`src/rtl/top_calling_pkg.sv`:
```
// top_calling_pkg
//   Shared definitions for the dual-channel offset unit: datapath width,
//   default per-channel offsets and the adder overflow-mode enumeration.
package top_calling_pkg;

    localparam int unsigned DATA_W = 8;

    localparam logic [DATA_W-1:0] DEFAULT_OFFSET_A = 8'h10;
    localparam logic [DATA_W-1:0] DEFAULT_OFFSET_B = 8'h20;

    // WRAP: result is the sum modulo 2^DATA_W.
    // SAT : result clamps to all-ones when the sum carries out.
    typedef enum logic {
        MODE_WRAP = 1'b0,
        MODE_SAT  = 1'b1
    } mode_e;

endpackage

```
`src/rtl/offset_adder.sv`:
```
// offset_adder
//   Registered constant-offset adder with selectable overflow handling.
//   Ports:
//     clk    in   system clock, rising-edge active
//     Reset  in   asynchronous active-low reset, clears result and ovf
//     a      in   DATA_W-bit operand, sampled every rising edge
//     result out  registered (a + OFFSET), wrapped or saturated per MODE
//     ovf    out  registered carry-out (WRAP) / saturation flag (SAT)
module offset_adder
    import top_calling_pkg::*;
#(
    parameter logic [DATA_W-1:0] OFFSET = '0,
    parameter mode_e             MODE   = MODE_WRAP
) (
    input  logic              clk,
    input  logic              Reset,
    input  logic [DATA_W-1:0] a,
    output logic [DATA_W-1:0] result,
    output logic              ovf
);

    logic [DATA_W:0]   sum;
    logic [DATA_W-1:0] result_d, result_q;
    logic              ovf_d, ovf_q;

    assign sum = {1'b0, a} + {1'b0, OFFSET};

    always_comb begin
        result_d = sum[DATA_W-1:0];
        ovf_d    = sum[DATA_W];
        // A sum landing exactly on all-ones has no carry, so it is not
        // treated as saturation.
        if (MODE == MODE_SAT && sum[DATA_W]) begin
            result_d = '1;
        end
    end

    always_ff @(posedge clk or negedge Reset) begin
        if (!Reset) begin
            result_q <= '0;
            ovf_q    <= 1'b0;
        end else begin
            result_q <= result_d;
            ovf_q    <= ovf_d;
        end
    end

    assign result = result_q;
    assign ovf    = ovf_q;

endmodule

```
`src/rtl/top_calling_core.sv`:
```
// top_calling_core
//   Dual-channel registered offset unit. Channel A adds OFFSET_A and wraps
//   modulo 256; channel B adds OFFSET_B and saturates at 8'hFF. Each
//   channel owns its constant as an instance parameter.
//   Ports:
//     clk      in   system clock, rising-edge active
//     Reset    in   asynchronous active-low reset, clears all outputs
//     a        in   8-bit operand (typically from a free-running counter)
//     result_a out  registered (a + OFFSET_A) mod 256
//     result_b out  registered min(a + OFFSET_B, 8'hFF)
//     ovf_a    out  registered carry-out of channel A
//     ovf_b    out  registered saturation flag of channel B
module top_calling_core
    import top_calling_pkg::*;
#(
    parameter logic [DATA_W-1:0] OFFSET_A = DEFAULT_OFFSET_A,
    parameter logic [DATA_W-1:0] OFFSET_B = DEFAULT_OFFSET_B
) (
    input  logic              clk,
    input  logic              Reset,
    input  logic [DATA_W-1:0] a,
    output logic [DATA_W-1:0] result_a,
    output logic [DATA_W-1:0] result_b,
    output logic              ovf_a,
    output logic              ovf_b
);

    offset_adder #(
        .OFFSET (OFFSET_A),
        .MODE   (MODE_WRAP)
    ) u_chan_a (
        .clk    (clk),
        .Reset  (Reset),
        .a      (a),
        .result (result_a),
        .ovf    (ovf_a)
    );

    offset_adder #(
        .OFFSET (OFFSET_B),
        .MODE   (MODE_SAT)
    ) u_chan_b (
        .clk    (clk),
        .Reset  (Reset),
        .a      (a),
        .result (result_b),
        .ovf    (ovf_b)
    );

endmodule

```
`config.mk`:
```
export PLATFORM = sky130hd
export DESIGN_NAME = top_calling_core
export DESIGN_NICKNAME = d
export VERILOG_FILES = /design/src/rtl/top_calling_pkg.sv /design/src/rtl/offset_adder.sv /design/src/rtl/top_calling_core.sv
export SDC_FILE = /design/constraint.sdc
export NUM_CORES = 1
export LEC_CHECK = 0
export ABC_AREA = 1
export ABC_CLOCK_PERIOD_IN_PS = 800
export CAP_MARGIN = 10
export CELL_PAD_IN_SITES_DETAIL_PLACEMENT = 0
export CELL_PAD_IN_SITES_GLOBAL_PLACEMENT = 1
export CORE_MARGIN = 2
export CORE_UTILIZATION = 29
export CTS_CLUSTER_DIAMETER = 120
export DETAILED_ROUTE_END_ITERATION = 12
export PLACE_DENSITY_LB_ADDON = 0.1
export SLEW_MARGIN = 15
export SYNTH_ARGS = -nofsm -noshare
export SYNTH_HDL_FRONTEND = slang
export SYNTH_SLANG_ARGS = --single-unit
```
`constraint.sdc`:
```
create_clock -name clk -period 0.8 [get_ports clk]
set_input_delay 0.12 -clock clk [delete_from_list [all_inputs] [get_ports clk]]
set_output_delay 0.12 -clock clk [all_outputs]
set_load 0.01 [all_outputs]
```
---- After elaboration in Yosys (flattened, before gate mapping) ----
Cells that the tools add are included.
word-level totals
  register bits after elaboration ......... 18
  bits in latches ......................... 0
  bits in read-only memories .............. 0
  memories kept ........................... 0
  input port bits ......................... 10
  output and inout bits ................... 18
  RAM bits ................................ 0
  word-level logic and storage cells ...... 7
cells by class
  equal/unequal tests ..................... 0
  divide/modulo/power cells ............... 0
  bitwise logic cells ..................... 0
  shift operators ......................... 0
  muxes and demuxes ....................... 1
  order comparisons ....................... 0
  add/subtract/negate cells ............... 2
  multiply operators ...................... 0
  reductions and logical operators ........ 0
operator list
  operator             count
  $add 8x5->9 const B  1
  $add 8x6->9 const B  1
  $mux 8               1

---- Logic depth before layout (Yosys ltp) ----
  depth in word-level cells ............... 2
  depth in mapped cells ................... 4
  gate-level depth less buffers ........... 4

---- Cells and area by module ----
Synthesis repeated with hierarchy kept, for this count alone.
second synthesis, totals
  cells, all modules ...................... 50
  area, all modules ....................... 616.8 sq um
by module, submodules not included
  module                   area an instance (sq um)  seq. area each (sq um)  cells an instance  instances
  offset_adder (u_chan_b)  336.6                     225.2                   31                 1
  offset_adder (u_chan_a)  280.3                     225.2                   19                 1

---- Least setup slack after synthesis ----
OpenSTA, ideal clock, no wires.
  path kind ............................... input to register
  start ................................... in a[5]
  end ..................................... reg u_chan_b.result_q[7], in the netlist u_chan_b.result[7]
  required time ........................... 676 ps
  arrival time ............................ 469 ps
  library setup time ...................... 124 ps
  path buffers ............................ 0
  cell stages on the path ................. 3
  path slack .............................. 206 ps
  cells stage by stage .................... ha_1 -> nand2_1 -> nand3_2
on the way
  cells in the longest elaborated chain, start to end .. 2
ends and longest elaborated chain
  what                            line                    text
  start, declared                 top_calling_core.sv:21  input logic [DATA_W-1:0] a,
  $add 8x6->9                     offset_adder.sv:26      assign sum = {1'b0, a} + {1'b0, OFFSET};
  $mux 8                          offset_adder.sv:33      if (MODE == MODE_SAT && sum[DATA_W]) begin
  named net u_chan_b.result_d[7]  offset_adder.sv:23      logic [DATA_W-1:0] result_d, result_q;
  end signal, assigned            offset_adder.sv:43      result_q <= result_d;
  end, declared                   offset_adder.sv:23
The timed path passes the listed nets, and every way through them passes these cells.

---- Worst setup path after layout ----
  start ................................... reg u_chan_b.result_q[7], in the netlist u_chan_b.result[7]
  end ..................................... out result_b[7]
RTL lines
  what           line                    text
  end, declared  top_calling_core.sv:23  output logic [DATA_W-1:0] result_b,
No word-level cell between the ends.

==> results by group <==
Logic synthesis
  – Syn_area_per_cell: around 13 um^2
  – Cells after Synth: 48
  – Library cells used by synthesis: 9
  – Synth warnings: 0
  – Mapped Nets: 60
  – Synth Cell Area: 607 um^2
  – Seq cells post-synth: 18
  – Sequential fraction of the synthesis area: 0.742

Global routing
  – Total grt overflow: 0
  – Initial antenna violation count: 0
  – Vias in the first global route: 439
  – Total GRT Usage: 0.104
  – Pin count of the biggest net entering global routing: 19
  – First-pass GRT wire length: 1920 um

Routing
  – Drt wl/cell: 10.1 um
  – Antenna Nets Post-Route: 0
  – Initial DRT Pass Iterations: 2
  – DR vias/cell: about 3.8
  – Routed WL: about 1100 um
  – Post-route DRC violation count: 0
  – Vias: around 420
  – First DRT Iteration DRCs: 1

Pwr
  – Lkg Pwr: 0.507 nW
  – Max IR drop VDD: approximately 1.1 mV
  – PD cells: about 1900 nW/um^2

Flow run
  – Max-cap violations: 0

STA
  – Final WS setup: -117 ps
  – Period utilisation layout: 1.15
  – Worst-Margin Slew: about 260 ps
  – F_max: 1.09 GHz
  – Setup_tns: -1830 ps
  – Final hold violations: 0
  – RSZ-0062 raised after global routing: true
  – Max-slew violations: 0
  – Final hold slack: ~160 ps
  – Post-layout minimum cycle time: ~920 ps
  – Slew HR: 0.824
  – Setup violators final: 18

Clock network
  – Clock sinks: 18
  – H-Tree Depth: 1
  – Clock-pin slew on the worst setup and hold paths: approximately 100 ps
  – Hold_buf cts: 0
  – Clock tree buffer depth: 2
  – CTS tree: yes
  – CTS Buf Count: 3
  – CTS root buf: clkbuf_4

Setup path
  – Cell Chain, Critical Path: buf_6
  – CP top delay family: flip-flops
  – Max incr delay on CP: between 300 and 400 ps
  – Worst-path maximum fanout: 1
  – CP required: around 680 ps
  – Worst Path Buf+Inv: 1
  – Critical path arrival: ~800 ps
  – Slowest-stage cell, CP: dfrtp_1
  – Crit end category: output pin
  – Startpoint Class: flip-flop
  – Setup CP Type: flip-flop to output pin

Floorplan
  – Io pins: 28
  – # rows: 16
  – Core area: a little under 2000 um^2
  – Die H: 49.7 um
  – Initial Util: 0.309
  – Die area: 2470 um^2
  – Die Span X: 49.7 um

Place
  – Placed cells: 106
  – Port-buffer cells: 27
  – RD Place Congestion: between 0.6 and 0.7

Final layout
  – Antenna diode count: 0
  – Final net count: 96
  – Fillers: 213
  – Core Util, Final: 0.466
  – Share of cells above drive strength 1: 0.361
  – Most frequent cells in the layout: 18 x dfrtp_1, 17 x buf_2, 13 x nand2_1
  – Area delta synth->final: 50.5%
  – Final Non-Filler Cells: 110
  – Most common cell after layout, fill and taps aside: dfrtp_1

Status
  – Violations in the final reports: setup timing
  – Status: complete, but fails checks

Hold path
  – Hold/Removal Path Class: input port to asynchronous set/reset pin
metrics by stage:
stage | cell area (um^2) | power (W) | worst slack [ps]
final | 913 | 0.00177 | -117
after global routing | 913 | 0.00187 | -161
after CTS | 902 | 0.00180 | -133
after detailed placement | 953 | 0.00132 | -366
after global placement | 953 | 0.00131 | -351
after floorplan | 607 | 0.00108 | 206
power breakdown:
part | internal [W] | switching (W)
logic | 0.000125 | 0.000130
clock network | 0.000277 | 0.000260
registers | 0.000967 | 0.0000130
total | 0.00137 | 0.000403
Yosys cell counts:
library cell / number / area share
dfrtp_1: 18 / 0.74
inv_1: 10 / 0.062
nand3_4: 1 / 0.029
nor2_1: 1 / 0.0062
nand3_2: 1 / 0.016
nand2_1: 13 / 0.080
nand3_1: 1 / 0.0082
ha_1: 2 / 0.041
xor2_1: 1 / 0.014
final cells by class:
cell class              instances  area [um^2]  share of cell area
well taps                      27         33.8              0.0370
inverters                      10         37.5              0.0411
flip-flops and latches         18          450               0.493
repair buffers                 31          231               0.253
multi-input cells              20          124               0.136
clock buffers                   4         36.3              0.0397
worst max path at each step:
stage | to | slack, ps | start | cells after the start
finish | result_b[7] | -120 | u_chan_b.result[7] | 1
global route | ovf_b | -160 | u_chan_b.ovf | 1
CTS | ovf_b | -130 | u_chan_b.ovf | 1
detailed placement | u_chan_b.result[7] | -370 | a[5] | 5
global placement | u_chan_a.result[7] | -350 | a[5] | 5
floorplan | u_chan_b.result[7] | 210 | a[5] | 3
what timing repair did:
item / in CTS / in global routing
pin swaps: 1 / 1
setup endpoints to repair: 21 / 22
gates resized for setup: 76 / 3
buffers inserted: 0 / 0
state kept, by name (all words and copies together) (netlist names):
| name | flops |
|---|---|
| u_chan_a.ovf | 1 |
| u_chan_a.result | 8 |
| u_chan_b.ovf | 1 |
| u_chan_b.result | 8 |
cell families after synthesis:
logic type / share of synthesized area
flip-flops: 0.742
AND/OR/NAND/NOR: 0.140
buffers and inverters: 0.0619
adder cells (fa/ha/maj): 0.0412
XOR/XNOR: 0.0144
routing by layer:
metal / up-vias / wire, um / global-route usage
li1: 209 / - / -
met1: 199 / 501 / 0.138
met2: 14 / 540 / 0.158
met3: 0 / 66 / 0.0333
met4: 0 / 0 / 0.0417
met5: - / 0 / 0
(Power assumes the default switching activity.)
